$ cat config.mk
export PLATFORM = sky130hd
export DESIGN_NAME = sub_4bit
export DESIGN_NICKNAME = d
export VERILOG_FILES = /design/src/rtl/sub_pkg.sv /design/src/rtl/full_sub.sv /design/src/rtl/sub_4bit.sv
export SDC_FILE = /design/constraint.sdc
export NUM_CORES = 1
export LEC_CHECK = 0
export CORE_AREA = 2 2 39 41
export CTS_CLUSTER_DIAMETER = 200
export DETAILED_ROUTE_END_ITERATION = 6
export DIE_AREA = 0 0 41 43
export DONT_BUFFER_PORTS = 1
export GPL_TIMING_DRIVEN = 0
export PLACE_DENSITY = 0.47
export SYNTH_ARGS = -nofsm -noshare
export SYNTH_HDL_FRONTEND = slang
export SYNTH_SLANG_ARGS = --single-unit
$ cat constraint.sdc
create_clock -name clk -period 4.4 [get_ports clk]
set_input_delay 0.88 -clock clk [delete_from_list [all_inputs] [get_ports clk]]
set_output_delay 0.88 -clock clk [all_outputs]
set_load 0.01 [all_outputs]
$ cat src/rtl/sub_pkg.sv
// Shared definitions for the registered ripple-borrow subtractor and its
// golden reference model.
package sub_pkg;

  localparam int DEFAULT_WIDTH = 4;

  // Reference difference {0,a}-{0,b}, truncated to w+1 bits (w <= 32)
  function automatic logic [32:0] ref_sub(input logic [31:0] a,
                                          input logic [31:0] b,
                                          input int unsigned w);
    logic [32:0] full;
    logic [32:0] mask;
    full = {1'b0, a} - {1'b0, b};
    mask = (33'd1 << (w + 1)) - 33'd1;
    return full & mask;
  endfunction

endpackage

$ cat src/rtl/full_sub.sv
// One-bit full subtractor cell: d = a - b - bin, with borrow out.
module full_sub (
  input  logic a,
  input  logic b,
  input  logic bin,
  output logic d,
  output logic bout
);

  assign d    = a ^ b ^ bin;
  assign bout = (~a & b) | (~(a ^ b) & bin);

endmodule

$ cat src/rtl/sub_4bit.sv
// Registered unsigned subtractor: ripple-borrow chain of full_sub cells feeding
// a single output register stage carrying diff, borrow, zero and valid.
module sub_4bit
  import sub_pkg::*;
#(
  parameter int WIDTH = DEFAULT_WIDTH
) (
  input  logic             clk,
  input  logic             rst,
  input  logic             in_valid,
  input  logic [WIDTH-1:0] a,
  input  logic [WIDTH-1:0] b,
  output logic [WIDTH:0]   diff,
  output logic             borrow,
  output logic             zero,
  output logic             out_valid
);

  logic [WIDTH:0]   bchain_p0;
  logic [WIDTH-1:0] d_p0;
  logic [WIDTH:0]   diff_p0;
  logic             zero_p0;

  logic [WIDTH:0]   diff_p1;
  logic             zero_p1;
  logic             vld_p1;

  assign bchain_p0[0] = 1'b0;

  for (genvar i = 0; i < WIDTH; i++) begin : g_bit
    full_sub u_full_sub (
      .a    (a[i]),
      .b    (b[i]),
      .bin  (bchain_p0[i]),
      .d    (d_p0[i]),
      .bout (bchain_p0[i+1])
    );
  end

  // Final borrow out becomes the sign bit; zero reuses the chain's result
  assign diff_p0 = {bchain_p0[WIDTH], d_p0};
  assign zero_p0 = ~|diff_p0;

  // Stage p0 -> p1: output register; data holds when no new sample arrives
  always_ff @(posedge clk) begin
    if (rst) begin
      diff_p1 <= '0;
      zero_p1 <= 1'b0;
      vld_p1  <= 1'b0;
    end else begin
      vld_p1 <= in_valid;
      if (in_valid) begin
        diff_p1 <= diff_p0;
        zero_p1 <= zero_p0;
      end
    end
  end

  assign diff      = diff_p1;
  assign borrow    = diff_p1[WIDTH];
  assign zero      = zero_p1;
  assign out_valid = vld_p1;

endmodule

==> results of run 1 <==
==> stage by stage <==
step / setup WS [ns] / cell area [µm²] / instances / util / hold WS (ns)
floorplan: 1.74 / 344 / 33 / - / 0.494
global placement: 1.68 / 364 / 49 / 0.263 / 0.520
detailed placement: 1.66 / 364 / 49 / 0.263 / 0.521
CTS: 1.92 / 390 / 53 / 0.282 / 0.528
global route: 1.84 / 390 / 53 / 0.282 / 0.540
finish: 1.92 / 390 / 53 / 0.282 / 0.520
==> layout by cell type (no fill, tap or decap) <==
| cell | Yosys | final |
|---|---|---|
| clkbuf_1 | 0 | 1 |
| clkbuf_4 | 0 | 3 |
| inv_1 | 6 | 6 |
| a211oi_1 | 4 | 4 |
| fa_1 | 3 | 3 |
| nor2_1 | 5 | 5 |
| nand3b_1 | 1 | 1 |
| o32ai_1 | 1 | 1 |
| buf_6 | 1 | 1 |
| nand4b_1 | 1 | 1 |
| ha_1 | 1 | 1 |
| dfxtp_1 | 7 | 7 |
| mux2i_1 | 1 | 1 |
| buf_4 | 1 | 1 |
| nor2b_1 | 1 | 1 |
==> routing by layer <==
metal	wire length, µm	vias up	track usage	part of all wire
li1	-	117	-	-
met1	204	109	0.0852	0.37
met2	286	11	0.106	0.52
met3	61	0	0.0524	0.11
met4	0	0	0.0600	0
met5	0	-	0	0
==> worst max-delay path, delay by kind of cell <==
kind	cells	cell delay (ns)
adders and majority gates	4	1.36
and+or+nand+nor	1	0.18
AOI/OAI and AO/OA	1	0.12
buffers and inverters	2	0.09
==> cells by family (layout without fill, tap and decap cells) <==
kind of cell	count (synthesis)	in the layout	share of synthesized area
and+or+nand+nor	8	8	0.120
buffers and inverters	8	12	0.120
DFF	7	7	0.407
AOI/OAI and AO/OA	5	5	0.113
adders and majority gates	4	4	0.211
muxes	1	1	0.0291
==> Yosys cell counts (all sizes together) <==
cell	instances	share of area
fa	3	0.17
a211oi	4	0.087
dfxtp	7	0.41
o32ai	1	0.025
nor2b	1	0.018
buf	2	0.055
nor2	5	0.055
nand3b	1	0.022
nand4b	1	0.025
ha	1	0.036
inv	6	0.065
mux2i	1	0.029
==> worst min-delay path by stage <==
stage                                end  slack [ns]  depth (start not counted)
finish              diff[2]$_SDFFE_PP0P_        0.52                          2
floorplan              zero$_SDFFE_PP0P_        0.49                          2
global route        diff[1]$_SDFFE_PP0P_        0.54                          2
CTS                 diff[2]$_SDFFE_PP0P_        0.53                          2
global placement    diff[2]$_SDFFE_PP0P_        0.52                          2
detailed placement     zero$_SDFFE_PP0P_        0.52                          2
==> registers in the layout (all words and copies together), names as in the netlist <==
signal and count:
out_valid 1, diff 5, zero 1
==> power by group through the flow <==
stage	logic (µW)	clock network, µW	registers [µW]
floorplan	17.0	0	74.2
finish	20.0	55.6	73.7
global route	23.7	63.8	74.1
detailed placement	20.7	0	75.1
global placement	20.0	0	75.1
CTS	20.7	58.4	73.8
==> cell type report <==
type,instances,share of cell area
buffer,2,0.0481
clock buffer,4,0.0673
inverter,6,0.0577
multi-input combinational,18,0.417
sequential,7,0.359
tap,16,0.0513
==> impl_metrics.env, run 1 <==
export IMPL_slowest_stage="fa_1"
export IMPL_cp_arrival_ns=2.63
export IMPL_ys_ff_latch=7
export IMPL_gp_congestion=0.697
export IMPL_endpoint="zero$_SDFFE_PP0P_"
export IMPL_syn_nets=48
export IMPL_clockBufferDepth=2
export IMPL_hold_path_class="reg2reg"
export IMPL_power_uw=149
export IMPL_drc=0
export IMPL_reg2reg_to="zero$_SDFFE_PP0P_"
export IMPL_synth_cell_types=13
export IMPL_synth_cells=33
export IMPL_die_h_um=43
export IMPL_max_slew_margin=0.872
export IMPL_fin_nets=53
export IMPL_htreeDepth=1
export IMPL_min_period_ns=2.48
export IMPL_numPortBuffers=0
export IMPL_cpPeakStageDelay_ns=0.42
export IMPL_cp_end_kind="register"
export IMPL_hold_viol_final=0
export IMPL_viasPerCell=4.47
export IMPL_cap_violations=0
export IMPL_p_sw_uw=35.9
export IMPL_hp_start="diff[2]$_SDFFE_PP0P_"
export IMPL_fillers=154
export IMPL_die_x_um=41
export IMPL_p_comb_frac=0.134
export IMPL_first_iter_violations=0
export IMPL_critPathLaunch="a[0]"
export IMPL_grt_max_degree=11
export IMPL_clock_fmax_mhz=403
export IMPL_cts_hold_buf=0
export IMPL_fp_dieArea_mm2=0.00176
export IMPL_p_clk_frac=0.372
export IMPL_clock_sinks=7
export IMPL_path_cells="inv_1 -> ha_1 -> fa_1 -> fa_1 -> inv_1 -> fa_1 -> nand4b_1 -> o32ai_1"
export IMPL_clkTransAtPathRegs_ns=0.05
export IMPL_leakagePower_uw=0.000165
export IMPL_post_cts_resized=0
export IMPL_fp_row_count=14
export IMPL_rr_worst_depth=2
export IMPL_timing_rr_start="zero$_SDFFE_PP0P_"
export IMPL_clock_latency_ns=0.24
export IMPL_root_buffer="clkbuf_4"
export IMPL_wire_per_inst_um=10.4
export IMPL_grt_pass1_vias=233
export IMPL_status="finished, final reports clean"
export IMPL_ys_seq_area_frac=0.407
export IMPL_crit_fanout=2
export IMPL_antenna_found_initial=0
export IMPL_setup_tns_ns=0
export IMPL_slew_viol_final=0
export IMPL_seq_power_share=0.494
export IMPL_via_count=237
export IMPL_avgSynthCellArea_um2=10.4
export IMPL_rsz0062_at_grt="no"
export IMPL_finalClockSkew_ns=0
export IMPL_critical_path_most_common_cell="fa_1"
export IMPL_crit_required_ns=4.55
export IMPL_overflow=0
export IMPL_multi_input_area_um2=163
export IMPL_worstMarginPinSlew_ns=0.191
export IMPL_grt_total_usage=0.0798
export IMPL_power_density_mw_per_mm2=382
export IMPL_swShare=0.240
export IMPL_drt_total_wl_um=552
export IMPL_cts_tree="done"
export IMPL_postCtsSetupBuffers=0
export IMPL_ys_warn_count=0
export IMPL_r2r_slack_ns=3.64
export IMPL_register_area_um2=140
export IMPL_firstDrtPassIters=1
export IMPL_area_growth_pct=13.5
export IMPL_vdd_ir_drop_worst_uv=69.6
export IMPL_syn_area_um2=344
export IMPL_cts_buffers=3
export IMPL_crit_type="in2reg"
export IMPL_start_kind="input pin"
export IMPL_ant_nets=0
export IMPL_num_io_pins=19
export IMPL_grt_pass1_wl_um=910
export IMPL_timing_final_crit_share=0.563
export IMPL_start_util=0.249
export IMPL_layout_drive_gt1_share=0.135
export IMPL_setup_violations=0
export IMPL_p_int_uw=113
export IMPL_antenna_cells=0
export IMPL_core_area_mm2=0.00138
(Power assumes the default switching activity.)
==> run 2, diff against run 1 <==
Settings changed: PLACE_DENSITY 0.47 to 0.48.
Clock period 4.4 ns to 2 ns, I/O delays scaled along.
==> run 2 against run 1 <==
Wire length increased by 11%. Sequential power increased by 120%. Die area unchanged. Power increased by 130%. Critical path type unchanged.
==> impl_metrics.env, run 2 (synthesis results as in run 1) <==
export IMPL_timing_final_crit_share=0.925
export IMPL_wire_per_inst_um=11.6
export IMPL_crit_fanout=2
export IMPL_rsz0062_at_grt="no"
export IMPL_worstMarginPinSlew_ns=0.201
export IMPL_path_delay_family="adder cells"
export IMPL_clkTransAtPathRegs_ns=0.05
export IMPL_path_buf_inv=2
export IMPL_crit_type="in2reg"
export IMPL_max_slew_margin=0.866
export IMPL_crit_required_ns=2.16
export IMPL_numPortBuffers=0
export IMPL_grt_pass1_wl_um=917
export IMPL_cp_end_kind="register"
export IMPL_clock_sinks=7
export IMPL_hold_path_class="in2reg"
export IMPL_die_x_um=41
export IMPL_drc=0
export IMPL_r2r_slack_ns=1.24
export IMPL_critical_path_most_common_cell="fa_2"
export IMPL_slowest_stage="fa_1"
export IMPL_finalClockSkew_ns=0
export IMPL_grt_max_degree=11
export IMPL_cp_arrival_ns=2.01
export IMPL_hold_viol_final=0
export IMPL_cts_tree="done"
export IMPL_fp_dieArea_mm2=0.00176
export IMPL_hp_start="rst"
export IMPL_cts_buffers=3
export IMPL_htreeDepth=1
export IMPL_reg2reg_to="zero$_SDFFE_PP0P_"
export IMPL_viasPerCell=4.30
export IMPL_cap_violations=0
export IMPL_ant_nets=0
export IMPL_fin_nets=53
export IMPL_holdPathStages=1
export IMPL_hold_end="out_valid$_SDFF_PP0_"
export IMPL_grt_total_usage=0.0807
export IMPL_dp_hpwl_um=529
export IMPL_vdd_ir_drop_worst_uv=173
export IMPL_start_kind="input pin"
export IMPL_overflow=0
export IMPL_postCtsSetupBuffers=0
export IMPL_setup_violations=0
export IMPL_path_cells="inv_8 -> ha_4 -> fa_2 -> fa_2 -> inv_2 -> fa_1 -> nand4b_1 -> o32ai_1"
export IMPL_root_buffer="clkbuf_4"
export IMPL_grt_pass1_vias=238
export IMPL_min_period_ns=1.85
export IMPL_antenna_found_initial=0
export IMPL_drt_total_wl_um=613
export IMPL_clockBufferDepth=2
export IMPL_holdWs_ns=0.211
export IMPL_clock_latency_ns=0.25
export IMPL_rr_worst_depth=2
export IMPL_core_area_mm2=0.00138
export IMPL_start_util=0.249
export IMPL_layout_drive_gt1_share=0.270
export IMPL_antenna_cells=0
export IMPL_timing_rr_start="zero$_SDFFE_PP0P_"
export IMPL_area_growth_pct=20.7
export IMPL_status="finished, final reports clean"
export IMPL_slew_viol_final=0
export IMPL_leakagePower_uw=0.000163
export IMPL_cpPeakStageDelay_ns=0.39
export IMPL_cts_hold_buf=0
export IMPL_largest_reg_flops=5
export IMPL_clock_fmax_mhz=541
export IMPL_post_cts_resized=0
export IMPL_die_h_um=43
export IMPL_first_iter_violations=5
export IMPL_post_route_util=0.300
export IMPL_num_io_pins=19
export IMPL_fp_row_count=14
export IMPL_mostFrequentLayoutCells="dfxtp_1 (7), nor2_1 (5), inv_1 (4), a211oi_1 (4), clkbuf_4 (3)"
export IMPL_power_density_mw_per_mm2=820
export IMPL_final_common_cell="dfxtp_1"
export IMPL_gp_congestion=0.676
export IMPL_firstDrtPassIters=3
export IMPL_via_count=228
==> run 2: cell counts in the layout (fill, tap and decap cells not counted) <==
Identical to the previous run, type by type.
==> run 2: area by class of cell <==
class / count / area (µm²)
fillers: 145 / 968
multi-input cells: 18 / 180
flip-flops and latches: 7 / 140
inverters: 6 / 30.0
clock buffers: 4 / 26.3
well taps: 16 / 20.0
plain buffers: 2 / 18.8
==> run 2: power by group <==
group	internal [µW]	switching (µW)
Sequential	150	11.9
Clock	76.1	51.6
Combinational	27.6	23.1
==> run 2: per-stage QoR <==
| stage | setup WS (ns) | setup TNS, ns | total power, µW | instances | area (µm²) |
|---|---|---|---|---|---|
| floorplan | -0.0624 | -0.0624 | 206 | 33 | 369 |
| global placement | -0.115 | -0.145 | 215 | 49 | 389 |
| detailed placement | -0.123 | -0.170 | 218 | 49 | 389 |
| CTS | 0.149 | 0 | 348 | 53 | 415 |
| global route | 0.0941 | 0 | 359 | 53 | 415 |
| finish | 0.151 | 0 | 341 | 53 | 415 |
==> run 2: worst reg2reg max path, cell delays in order (launching register included) <==
cell and delay [ns]:
dfxtp_1 0.37, inv_1 0.06, o32ai_1 0.24
==> run 2: worst max-delay path by stage <==
stage	startpoint	to	cells past startpoint
floorplan	a[0]	zero$_SDFFE_PP0P_	8
detailed placement	a[0]	zero$_SDFFE_PP0P_	8
CTS	a[0]	zero$_SDFFE_PP0P_	8
global route	a[0]	zero$_SDFFE_PP0P_	8
finish	a[0]	zero$_SDFFE_PP0P_	8
global placement	a[0]	zero$_SDFFE_PP0P_	8
==> run 2: routing by layer <==
layer,vias up,part of all wire,GRT usage
li1,114,-,-
met2,12,0.49,0.103
met1,102,0.41,0.0948
met5,-,0,0
met3,0,0.10,0.0314
met4,0,0,0.0800
==> run 3, diff against run 2 <==
Settings changed: SETUP_SLACK_MARGIN from default to 0.4.
==> run 3 against run 2 <==
Cell area up 3.0%. Largest power group unchanged. Combinational power rose by 4.9%. Critical endpoint unchanged. Clock-buffer cell count stayed put. Sequential power about the same. Clock skew unchanged. Non-clock buffer count stayed put. Power down 0.51%. Die area unchanged. Sequential share of layout area decreased by 0.99 points. Flip-flop and latch count stayed put.
==> impl_metrics.env, run 3 (synthesis results as in run 1) <==
export IMPL_cts_buffers=3
export IMPL_die_h_um=43
export IMPL_min_period_ns=1.83
export IMPL_layout_drive_gt1_share=0.324
export IMPL_drc=0
export IMPL_hold_path_class="in2reg"
export IMPL_mostFrequentLayoutCells="dfxtp_1 (7), nor2_1 (5), inv_1 (4)"
export IMPL_cp_arrival_ns=1.99
export IMPL_via_count=237
export IMPL_core_area_mm2=0.00138
export IMPL_grt_max_degree=11
export IMPL_clockBufferDepth=2
export IMPL_clock_sinks=7
export IMPL_rsz0062_at_grt="yes"
export IMPL_clock_fmax_mhz=547
export IMPL_overflow=0
export IMPL_clock_latency_ns=0.24
export IMPL_fp_row_count=14
export IMPL_area_growth_pct=24.4
export IMPL_antenna_cells=0
export IMPL_clkTransAtPathRegs_ns=0.05
export IMPL_worstMarginPinSlew_ns=0.188
export IMPL_viasPerCell=4.47
export IMPL_cts_tree="done"
export IMPL_power_uw=339
export IMPL_crit_type="in2reg"
export IMPL_grt_total_usage=0.0846
export IMPL_largest_reg_flops=5
export IMPL_start_util=0.249
export IMPL_holdWs_ns=0.217
export IMPL_setup_tns_ns=0
export IMPL_fin_nets=53
export IMPL_start_kind="input pin"
export IMPL_num_io_pins=19
export IMPL_vdd_ir_drop_worst_uv=176
export IMPL_htreeDepth=1
export IMPL_cp_end_kind="register"
export IMPL_final_common_cell="dfxtp_1"
export IMPL_status="finished, final reports clean"
export IMPL_setup_violations=0
export IMPL_gp_congestion=0.607
export IMPL_grt_pass1_vias=247
export IMPL_firstDrtPassIters=1
export IMPL_leakagePower_uw=0.000165
export IMPL_cts_hold_buf=0
export IMPL_root_buffer="clkbuf_4"
export IMPL_numPortBuffers=0
export IMPL_wire_per_inst_um=11.5
export IMPL_max_slew_margin=0.874
export IMPL_die_x_um=41
export IMPL_antenna_found_initial=0
export IMPL_ant_nets=0
export IMPL_dp_hpwl_um=551
export IMPL_finalClockSkew_ns=0
export IMPL_hold_viol_final=0
export IMPL_power_density_mw_per_mm2=792
export IMPL_crit_fanout=2
export IMPL_timing_final_crit_share=0.914
export IMPL_drt_total_wl_um=609
export IMPL_fp_dieArea_mm2=0.00176
export IMPL_crit_required_ns=2.16
export IMPL_slew_viol_final=0
export IMPL_cap_violations=0
export IMPL_first_iter_violations=0
export IMPL_postCtsSetupBuffers=0
export IMPL_grt_pass1_wl_um=945
run 3: cell types whose count changed in the layout (fill, tap and decap cells not counted):
| cell | previous run | this run |
|---|---|---|
| o32ai_2 | 0 | 1 |
| o32ai_1 | 1 | 0 |
| a211oi_2 | 0 | 1 |
| a211oi_1 | 4 | 3 |
run 3: critical path: stages:
cell	delay, ns
inv_8	0.01
ha_4	0.14
fa_2	0.33
fa_2	0.34
inv_2	0.06
fa_1	0.40
nand4b_1	0.20
o32ai_2	0.10
run 3: path summary, 6_finish.rpt:
check	startpoint	end	slack, ns	cells past startpoint
max	a[0]	zero$_SDFFE_PP0P_	0.17	8
max reg2reg	zero$_SDFFE_PP0P_	zero$_SDFFE_PP0P_	1.22	2
min	rst	diff[3]$_SDFFE_PP0P_	0.22	1
min reg2reg	diff[1]$_SDFFE_PP0P_	diff[1]$_SDFFE_PP0P_	0.52	2
run 3: area by class of cell:
| class | instances | area, µm² |
|---|---|---|
| inverter | 6 | 30.0 |
| clock buffer | 4 | 26.3 |
| fill | 146 | 956 |
| tap | 16 | 20.0 |
| sequential | 7 | 140 |
| multi-input combinational | 18 | 193 |
| buffer | 2 | 18.8 |
run 3: layer usage:
layer  wire length [µm]  up-vias  global-route usage  part of all wire
li1                   -      117                   -                 -
met1                225      103              0.0877              0.37
met2                284       15               0.109              0.47
met3                 85        2              0.0366              0.14
met4                 14        0               0.100             0.023
met5                  0        -                   0                 0
run 3: metrics by stage:
stage / instance area [µm²] / instances / util / setup WS [ns]
after global routing: 428 / 53 / 0.309 / 0.101
after detailed placement: 394 / 49 / 0.285 / -0.174
after global placement: 394 / 49 / 0.285 / -0.117
final: 428 / 53 / 0.309 / 0.173
after floorplan: 374 / 33 / - / -0.0624
after CTS: 428 / 53 / 0.309 / 0.123
run 3: what timing repair did:
action,4_1_cts,5_1_grt
setup endpoints to repair,2,2
pin swaps,4,2
endpoints found under the hold margin,0,0
resized for setup,1,0
run 3: power by group:
group	total (µW)	leakage, µW	switching, µW	internal (µW)
Combinational	53.2	0.0000923	24.5	28.8
Clock	124	0.0000150	47.7	75.9
Sequential	162	0.0000579	11.8	151
